$ cat src/rtl/servant_tick_master_pkg.sv
// rtl/servant_tick_master_pkg.sv - shared FSM state encoding and constants for the tick master
package servant_tick_master_pkg;

  typedef enum logic [2:0] {
    S_IDLE = 3'd0,
    S_RD   = 3'd1,
    S_WR   = 3'd2,
    S_HOLD = 3'd3,
    S_ERR  = 3'd4
  } state_t;

  // Cycles spent in HOLD so the responder's registered, now-stale irq is ignored.
  localparam int HOLD_CYCLES = 2;

endpackage

$ cat src/rtl/servant_tick_master.sv
// rtl/servant_tick_master.sv - timer reschedule master (read t, write t+period); optional bus timeout via SERVANT_TICK_TIMEOUT_EN
module servant_tick_master
  import servant_tick_master_pkg::*;
#(
  parameter int WIDTH   = 32,
  parameter int TIMEOUT = 15
) (
  input  logic             i_clk,
  input  logic             i_rst,
  input  logic             i_en,
  input  logic [WIDTH-1:0] i_period,
  input  logic             i_irq,
  output logic             o_wb_cyc,
  output logic             o_wb_we,
  output logic [31:0]      o_wb_dat,
  input  logic [31:0]      i_wb_dat,
  input  logic             i_wb_ack,
  output logic             o_tick,
  output logic [15:0]      o_tick_cnt,
  output logic             o_err
);

  localparam logic [1:0] HOLD_LAST = 2'(HOLD_CYCLES - 1);

  state_t      state, state_d;
  logic        armed, armed_d;
  logic [1:0]  hold_cnt, hold_d;
  logic        cyc, cyc_d;
  logic        we, we_d;
  logic [31:0] dat, dat_d;
  logic        tick, tick_d;
  logic [15:0] tick_cnt, cnt_d;

  logic [WIDTH-1:0] per_eff;
  logic [WIDTH-1:0] sum;

`ifdef SERVANT_TICK_TIMEOUT_EN
  localparam logic [3:0] TO_LAST = 4'(TIMEOUT - 1);
  logic       err, err_d;
  logic [3:0] wait_cnt, wait_d;
`endif

  // New compare value: read time plus period (0 means 1), wrapping at WIDTH bits.
  always_comb begin
    per_eff = (i_period == '0) ? WIDTH'(1) : i_period;
    sum     = i_wb_dat[WIDTH-1:0] + per_eff;
  end

  // All outputs are flops, so nothing reaches o_wb_cyc/o_wb_we combinationally from the ack.
  always_ff @(posedge i_clk) begin
    if (i_rst) begin
      state    <= S_IDLE;
      armed    <= 1'b0;
      hold_cnt <= 2'd0;
      cyc      <= 1'b0;
      we       <= 1'b0;
      dat      <= 32'd0;
      tick     <= 1'b0;
      tick_cnt <= 16'd0;
`ifdef SERVANT_TICK_TIMEOUT_EN
      err      <= 1'b0;
      wait_cnt <= 4'd0;
`endif
    end else begin
      state    <= state_d;
      armed    <= armed_d;
      hold_cnt <= hold_d;
      cyc      <= cyc_d;
      we       <= we_d;
      dat      <= dat_d;
      tick     <= tick_d;
      tick_cnt <= cnt_d;
`ifdef SERVANT_TICK_TIMEOUT_EN
      err      <= err_d;
      wait_cnt <= wait_d;
`endif
    end
  end

  // Next state and next register values; WR opens with one cyc-low cycle to separate it from RD.
  always_comb begin
    state_d = state;
    armed_d = armed;
    hold_d  = hold_cnt;
    cyc_d   = cyc;
    we_d    = we;
    dat_d   = dat;
    tick_d  = 1'b0;
    cnt_d   = tick_cnt;
`ifdef SERVANT_TICK_TIMEOUT_EN
    err_d   = err;
    wait_d  = wait_cnt;
`endif
    case (state)
      S_IDLE: begin
        hold_d = 2'd0;
        if (!i_en) begin
          armed_d = 1'b0;
        end else if (!armed || i_irq) begin
          state_d = S_RD;
          cyc_d   = 1'b1;
          we_d    = 1'b0;
`ifdef SERVANT_TICK_TIMEOUT_EN
          wait_d  = 4'd0;
`endif
        end
      end
      S_RD: begin
        if (i_wb_ack) begin
          cyc_d   = 1'b0;
          dat_d   = 32'(sum);
          state_d = S_WR;
`ifdef SERVANT_TICK_TIMEOUT_EN
          wait_d  = 4'd0;
        end else if (wait_cnt == TO_LAST) begin
          cyc_d   = 1'b0;
          err_d   = 1'b1;
          state_d = S_ERR;
        end else begin
          wait_d  = wait_cnt + 4'd1;
`endif
        end
      end
      S_WR: begin
        if (!cyc) begin
          cyc_d = 1'b1;
          we_d  = 1'b1;
        end else if (i_wb_ack) begin
          cyc_d   = 1'b0;
          we_d    = 1'b0;
          tick_d  = 1'b1;
          cnt_d   = tick_cnt + 16'd1;
          armed_d = 1'b1;
          hold_d  = 2'd0;
          state_d = S_HOLD;
`ifdef SERVANT_TICK_TIMEOUT_EN
        end else if (wait_cnt == TO_LAST) begin
          cyc_d   = 1'b0;
          we_d    = 1'b0;
          err_d   = 1'b1;
          state_d = S_ERR;
        end else begin
          wait_d  = wait_cnt + 4'd1;
`endif
        end
      end
      S_HOLD: begin
        if (!i_en) begin
          armed_d = 1'b0;
          state_d = S_IDLE;
        end else if (hold_cnt == HOLD_LAST) begin
          state_d = S_IDLE;
        end else begin
          hold_d = hold_cnt + 2'd1;
        end
      end
`ifdef SERVANT_TICK_TIMEOUT_EN
      S_ERR: begin
        state_d = S_ERR;
      end
`endif
      default: begin
        state_d = S_IDLE;
      end
    endcase
  end

  assign o_wb_cyc   = cyc;
  assign o_wb_we    = we;
  assign o_wb_dat   = dat;
  assign o_tick     = tick;
  assign o_tick_cnt = tick_cnt;
`ifdef SERVANT_TICK_TIMEOUT_EN
  assign o_err      = err;
`else
  assign o_err      = 1'b0;
`endif

endmodule

$ cat config.mk
export PLATFORM = sky130hd
export DESIGN_NAME = servant_tick_master
export DESIGN_NICKNAME = d
export VERILOG_FILES = /design/src/rtl/servant_tick_master_pkg.sv /design/src/rtl/servant_tick_master.sv
export SDC_FILE = /design/constraint.sdc
export NUM_CORES = 1
export LEC_CHECK = 0
export BUFFER_PORTS_ARGS = -buffer_cell sky130_fd_sc_hd__buf_2
export CORE_ASPECT_RATIO = 0.7
export CORE_UTILIZATION = 48
export CTS_CLUSTER_DIAMETER = 60
export DETAILED_ROUTE_END_ITERATION = 12
export PLACE_DENSITY = 0.78
export SKIP_CTS_REPAIR_TIMING = 1
export SLEW_MARGIN = 10
export SYNTH_ARGS = -nofsm -noshare
export SYNTH_HDL_FRONTEND = slang
export SYNTH_SLANG_ARGS = --single-unit
export TNS_END_PERCENT = 20
$ cat constraint.sdc
create_clock -name i_clk -period 2.7 [get_ports i_clk]
set_clock_uncertainty 0.15 [all_clocks]
set_input_delay 0.405 -clock i_clk [delete_from_list [all_inputs] [get_ports i_clk]]
set_output_delay 0.405 -clock i_clk [all_outputs]
set_load 0.005 [all_outputs]
# Word level (Yosys, flattened, before mapping)
# Index checks and enable logic that the tools add are counted.
[totals] ff_bits=57 elab_cells=73
[classes] n_mux=29 n_addsub=3 n_bitwise=2 n_eq_ne=14 n_reduce_logical=17
[op_table] operator="32-bit adder" n=1
[op_table] operator="32-bit logical NOT" n=1
[op_table] operator="32-bit two-way mux" n=1
[op_table] operator="3-bit two-way mux" n=7
[op_table] operator="16-bit by 1-bit adder with 16-bit output (second input constant)" n=1
[op_table] operator="2-bit inequality test (second input constant)" n=8
[op_table] operator="1-bit two-way mux" n=12
[op_table] operator="3-bit case mux with 4 select lines" n=1
[op_table] operator="4-bit AND reduction" n=3
[op_table] operator="2-bit two-way mux" n=4
[op_table] operator="3-bit by 2-bit == test with 1-bit output (second input constant)" n=2
[op_table] operator="3-bit inequality test (second input constant)" n=2
[op_table] operator="2-bit case mux with 3 select lines" n=1
[op_table] operator="6-bit AND reduction" n=1
[op_table] operator="3-bit nonzero test" n=2
[op_table] operator="5-bit AND reduction" n=1
[op_table] operator="1-bit case mux with 2 select lines" n=2
[op_table] operator="2-bit nonzero test" n=2
[op_table] operator="3-bit by 1-bit == test with 1-bit output (second input constant)" n=1
[op_table] operator="3-bit logical NOT" n=1
[op_table] operator="1-bit case mux with 3 select lines" n=1
[op_table] operator="3-bit AND reduction" n=1
[op_table] operator="3-bit OR reduction" n=1
[op_table] operator="2-bit by 1-bit adder with 2-bit output (second input constant)" n=1
[op_table] operator="6 further kinds" n=7

# Logic depth before layout (Yosys ltp)
[depth] depth_word=5 ltp_mapped=13 mapped_depth_nobuf=13

# Least setup slack after synthesis
# Ideal clock, no wire load.
[synth_path] path_type="input to register" from="input port i_period[25]" to="register dat[30], in the netlist o_wb_dat[30]" t_arrival_ns=2.605 setup_ns=0.122 path_slack_ns=-0.176 path_buffers=0 path_stages=13 path_cell_list="nor4_1 -> nand4_1 -> o21bai_1 -> ha_1 -> fa_1 -> a211oi_1 -> nor2_2 -> o221ai_4 -> o21ai_4 -> a31oi_4 -> o221ai_1 -> a31o_1 -> nand3_1"
[synth_via] elab_chain_cells=3
[synth_rtl] element="start: declaration" line_no="servant_tick_master.sv:11" rtl="input logic [WIDTH-1:0] i_period,"
[synth_rtl] element="32-bit logical NOT" line_no="servant_tick_master.sv:45" rtl="per_eff = (i_period == '0) ? WIDTH'(1) : i_period;"
[synth_rtl] element="32-bit two-way mux *" line_no="servant_tick_master.sv:45"
[synth_rtl] element="32-bit adder *" line_no="servant_tick_master.sv:46" rtl="sum = i_wb_dat[WIDTH-1:0] + per_eff;"
[synth_rtl] element="end signal: assignment" line_no="servant_tick_master.sv:70" rtl="dat <= dat_d;"
[synth_rtl] element="end: declaration" line_no="servant_tick_master.sv:30" rtl="logic [31:0] dat, dat_d;"
# Mark *: on every way between the ends. The rest lies on a longest branch, timed or not.
# A chain may end at the register's enable or synchronous reset.

# Worst setup path after layout
[layout_path] from="input port i_period[20]" to="register dat[16], in the netlist o_wb_dat[16]"
[layout_via] elab_chain_cells=3
[layout_rtl] element="32-bit logical NOT" line_no="servant_tick_master.sv:45"
[layout_rtl] element="32-bit two-way mux" line_no="servant_tick_master.sv:45"
[layout_rtl] element="32-bit adder" line_no="servant_tick_master.sv:46"
# Every way passes these cells.

==> run summary <==
port buffer count = 119
yosys warns = 0
Worst setup EP type = flop
die height = 79.60 um
first drt pass iteration count = 5
required time worst endpoint = 2770 ps
clock root buffer = clkbuf_16
Hold WC Path Type = reg2reg
total gr overflow = 0
Min Hold Slack = 304.5 ps
Post-synth EDFFs = 0
pin count of the biggest net entering global routing = 34
Yosys top cell by area = dfxtp_1
DR vias/cell = 5.702
Clock Sinks = 56
Unique masters post-synth = 62
Netlist Area Pre-Place = 4129 um^2
fin crit share = 108.5%
CTS clock-pin slew for the worst setup and hold paths = 80 ps
clock latency on the worst-skew pair = 300 ps
Max Slew Vio Count = 0
ant diodes = 0
share of Yosys cell area claimed by the top area cell type = 27.15%
Tmin final = 2929 ps
Area Growth Syn to Fin = 30.03%
DIE AREA = 8983 um^2
Total Wirelength = 11870 um
Synth Register Bits = 56
drt drc = 0
initial antenna violation count = 0
clk buf depth = 2
max frequency = 0.3415 GHz
largest fanout on the critical path = 3
RSZ-0062 raised after global routing = true
Slew Limit Headroom = 57.18%
synthesized area per cell = 7.835 um^2
Starting Density = 50.93%
nets@finish = 764
crit start category = input pin
worst path arrival time = 3000 ps
DP HPWL = 9144 um
final worst slack = -228.6 ps
routed via count = 4322
Detail Route Antenna Nets = 0
Slew @ Worst Pin = 642.2 ps
vias in the first global route = 4110
layout cells sized above 1 = 33.33%
Max-cap violations = 0
die width = 112.9 um
failing checks = negative setup slack
# setup viols final = 14
status = finished with violations
core box area = 8108 um^2
CTS tree = built
most frequent cells after synthesis = nand2_1, a21oi_1, dfxtp_1
htree depth = 2
syn nets = 635
IR drop worst, VDD = 0.3252 mV
fraction of registers with async set/reset = 0%
Site Rows = 27
first-pass GRT wire length = 19030 um
top cells by area, synth = dfxtp_1, ha_1, a21oi_1
most common cell in the synthesized netlist = nand2_1
I/O Pins = 121
Inst Count DP = 747
WL per Instance = 15.65 um
P per Cell Area = 528.1 nW/um^2
Final Hold Fails = 0
DRT iter0 DRCs = 282
GRT Total Usage = 26.20%
crit path kind = in2reg
CTS buffer count = 5
dominant synthesized flop cell = dfxtp_1
post-synthesis sequential area ratio = 27.15%
Layout Cells excl Fill = 758
Final GP Congestion = 0.8847
Cells after Synth = 527
static leakage = 2.466 nW
-- critical path, cell delays in order --
cell	delay [ps]
buf_6	100
nor4_4	280
nand4_1	230
o21bai_1	210
ha_2	240
fa_2	220
a211oi_2	70
nor2_2	190
o221ai_4	160
o21ai_4	270
buf_6	140
a31oi_1	100
xnor2_1	160
nand2_1	80
a21oi_1	160
-- cells in the final DEF, fill, tap and decap left out, types with 6 or more instances in the layout --
cell type | Yosys | final
nand4_1 | 13 | 13
ha_1 | 38 | 37
nand2b_1 | 6 | 6
xnor2_1 | 18 | 17
buf_6 | 0 | 7
a21oi_1 | 57 | 55
buf_4 | 1 | 51
a21o_1 | 16 | 16
o21ai_0 | 25 | 21
buf_2 | 2 | 113
nand3_1 | 12 | 12
nor3_1 | 10 | 10
o21ai_1 | 4 | 7
dfxtp_1 | 56 | 56
and3_1 | 8 | 8
xor2_1 | 17 | 17
inv_1 | 11 | 11
nand2_1 | 65 | 65
nor2_1 | 32 | 32
-- worst paths after layout --
kind / cells past startpoint / slack, ps / end / startpoint
worst max-delay path: 15 / -230 / o_wb_dat[16] / i_period[20]
worst min-delay path: 2 / 300 / o_wb_dat[0] / o_wb_dat[0]
worst max register to register: 9 / 370 / o_tick_cnt[13] / state[0]
worst min register to register: 2 / 300 / o_wb_dat[0] / o_wb_dat[0]
-- state kept, by name (all words and copies together), names as in the netlist --
register,flops
hold_cnt,2
o_wb_we,1
o_tick_cnt,16
o_wb_dat,32
state,2
armed,1
o_tick,1
o_wb_cyc,1
-- per-stage QoR --
stage          utilization (%)  setup TNS [ps]  power [W]  setup slack (ps)  area (um^2)
3_3_place_gp             62.72           -6870   0.002064            -441.2         5085
5_1_grt                  66.22           -3952   0.002992            -369.9         5369
2_1_floorplan                -          -64.20   0.001730            -39.55         4185
4_1_cts                  64.54           -3130   0.002789            -277.5         5233
3_5_place_dp             62.72          -10360   0.002111            -592.6         5085
6_report                 66.22           -1624   0.002835            -228.6         5369
-- cell families (layout without fill, tap and decap cells) --
| family | count (synthesis) | after routing | share of synthesized area, % |
|---|---|---|---|
| compound gates | 155 | 155 | 25.94 |
| other cells | 1 | 1 | 0.09082 |
| fa+ha+maj | 39 | 39 | 12.00 |
| xor+xnor | 35 | 35 | 7.424 |
| simple gates | 177 | 177 | 20.82 |
| flops | 56 | 56 | 27.15 |
| buf+inv | 60 | 190 | 5.606 |
| mux | 4 | 4 | 0.9697 |
-- area by class of cell --
cell class	instances	area, um^2
clock buffers	5	125.1
clock inverters	3	22.52
fillers	688	2739
inverters	11	41.29
multi-input cells	411	2905
flip-flops and latches	56	1121
well taps	101	126.4
repair buffers	171	1027
-- metal layers --
metal	wire length, um	vias up	global-route usage [%]
met5	0	-	0
met3	1023	19	4.100
met4	169	0	7.368
li1	-	2120	-
met1	5711	1972	37.11
met2	4961	211	41.23
-- where the power goes --
group | total, W | internal, W | switching (W)
clock network | 0.000675 | 0.000349 | 0.000326
registers | 0.00100 | 0.000926 | 0.0000775
logic | 0.00116 | 0.000505 | 0.000652
No activity file was read; power rests on OpenSTA's default activity.
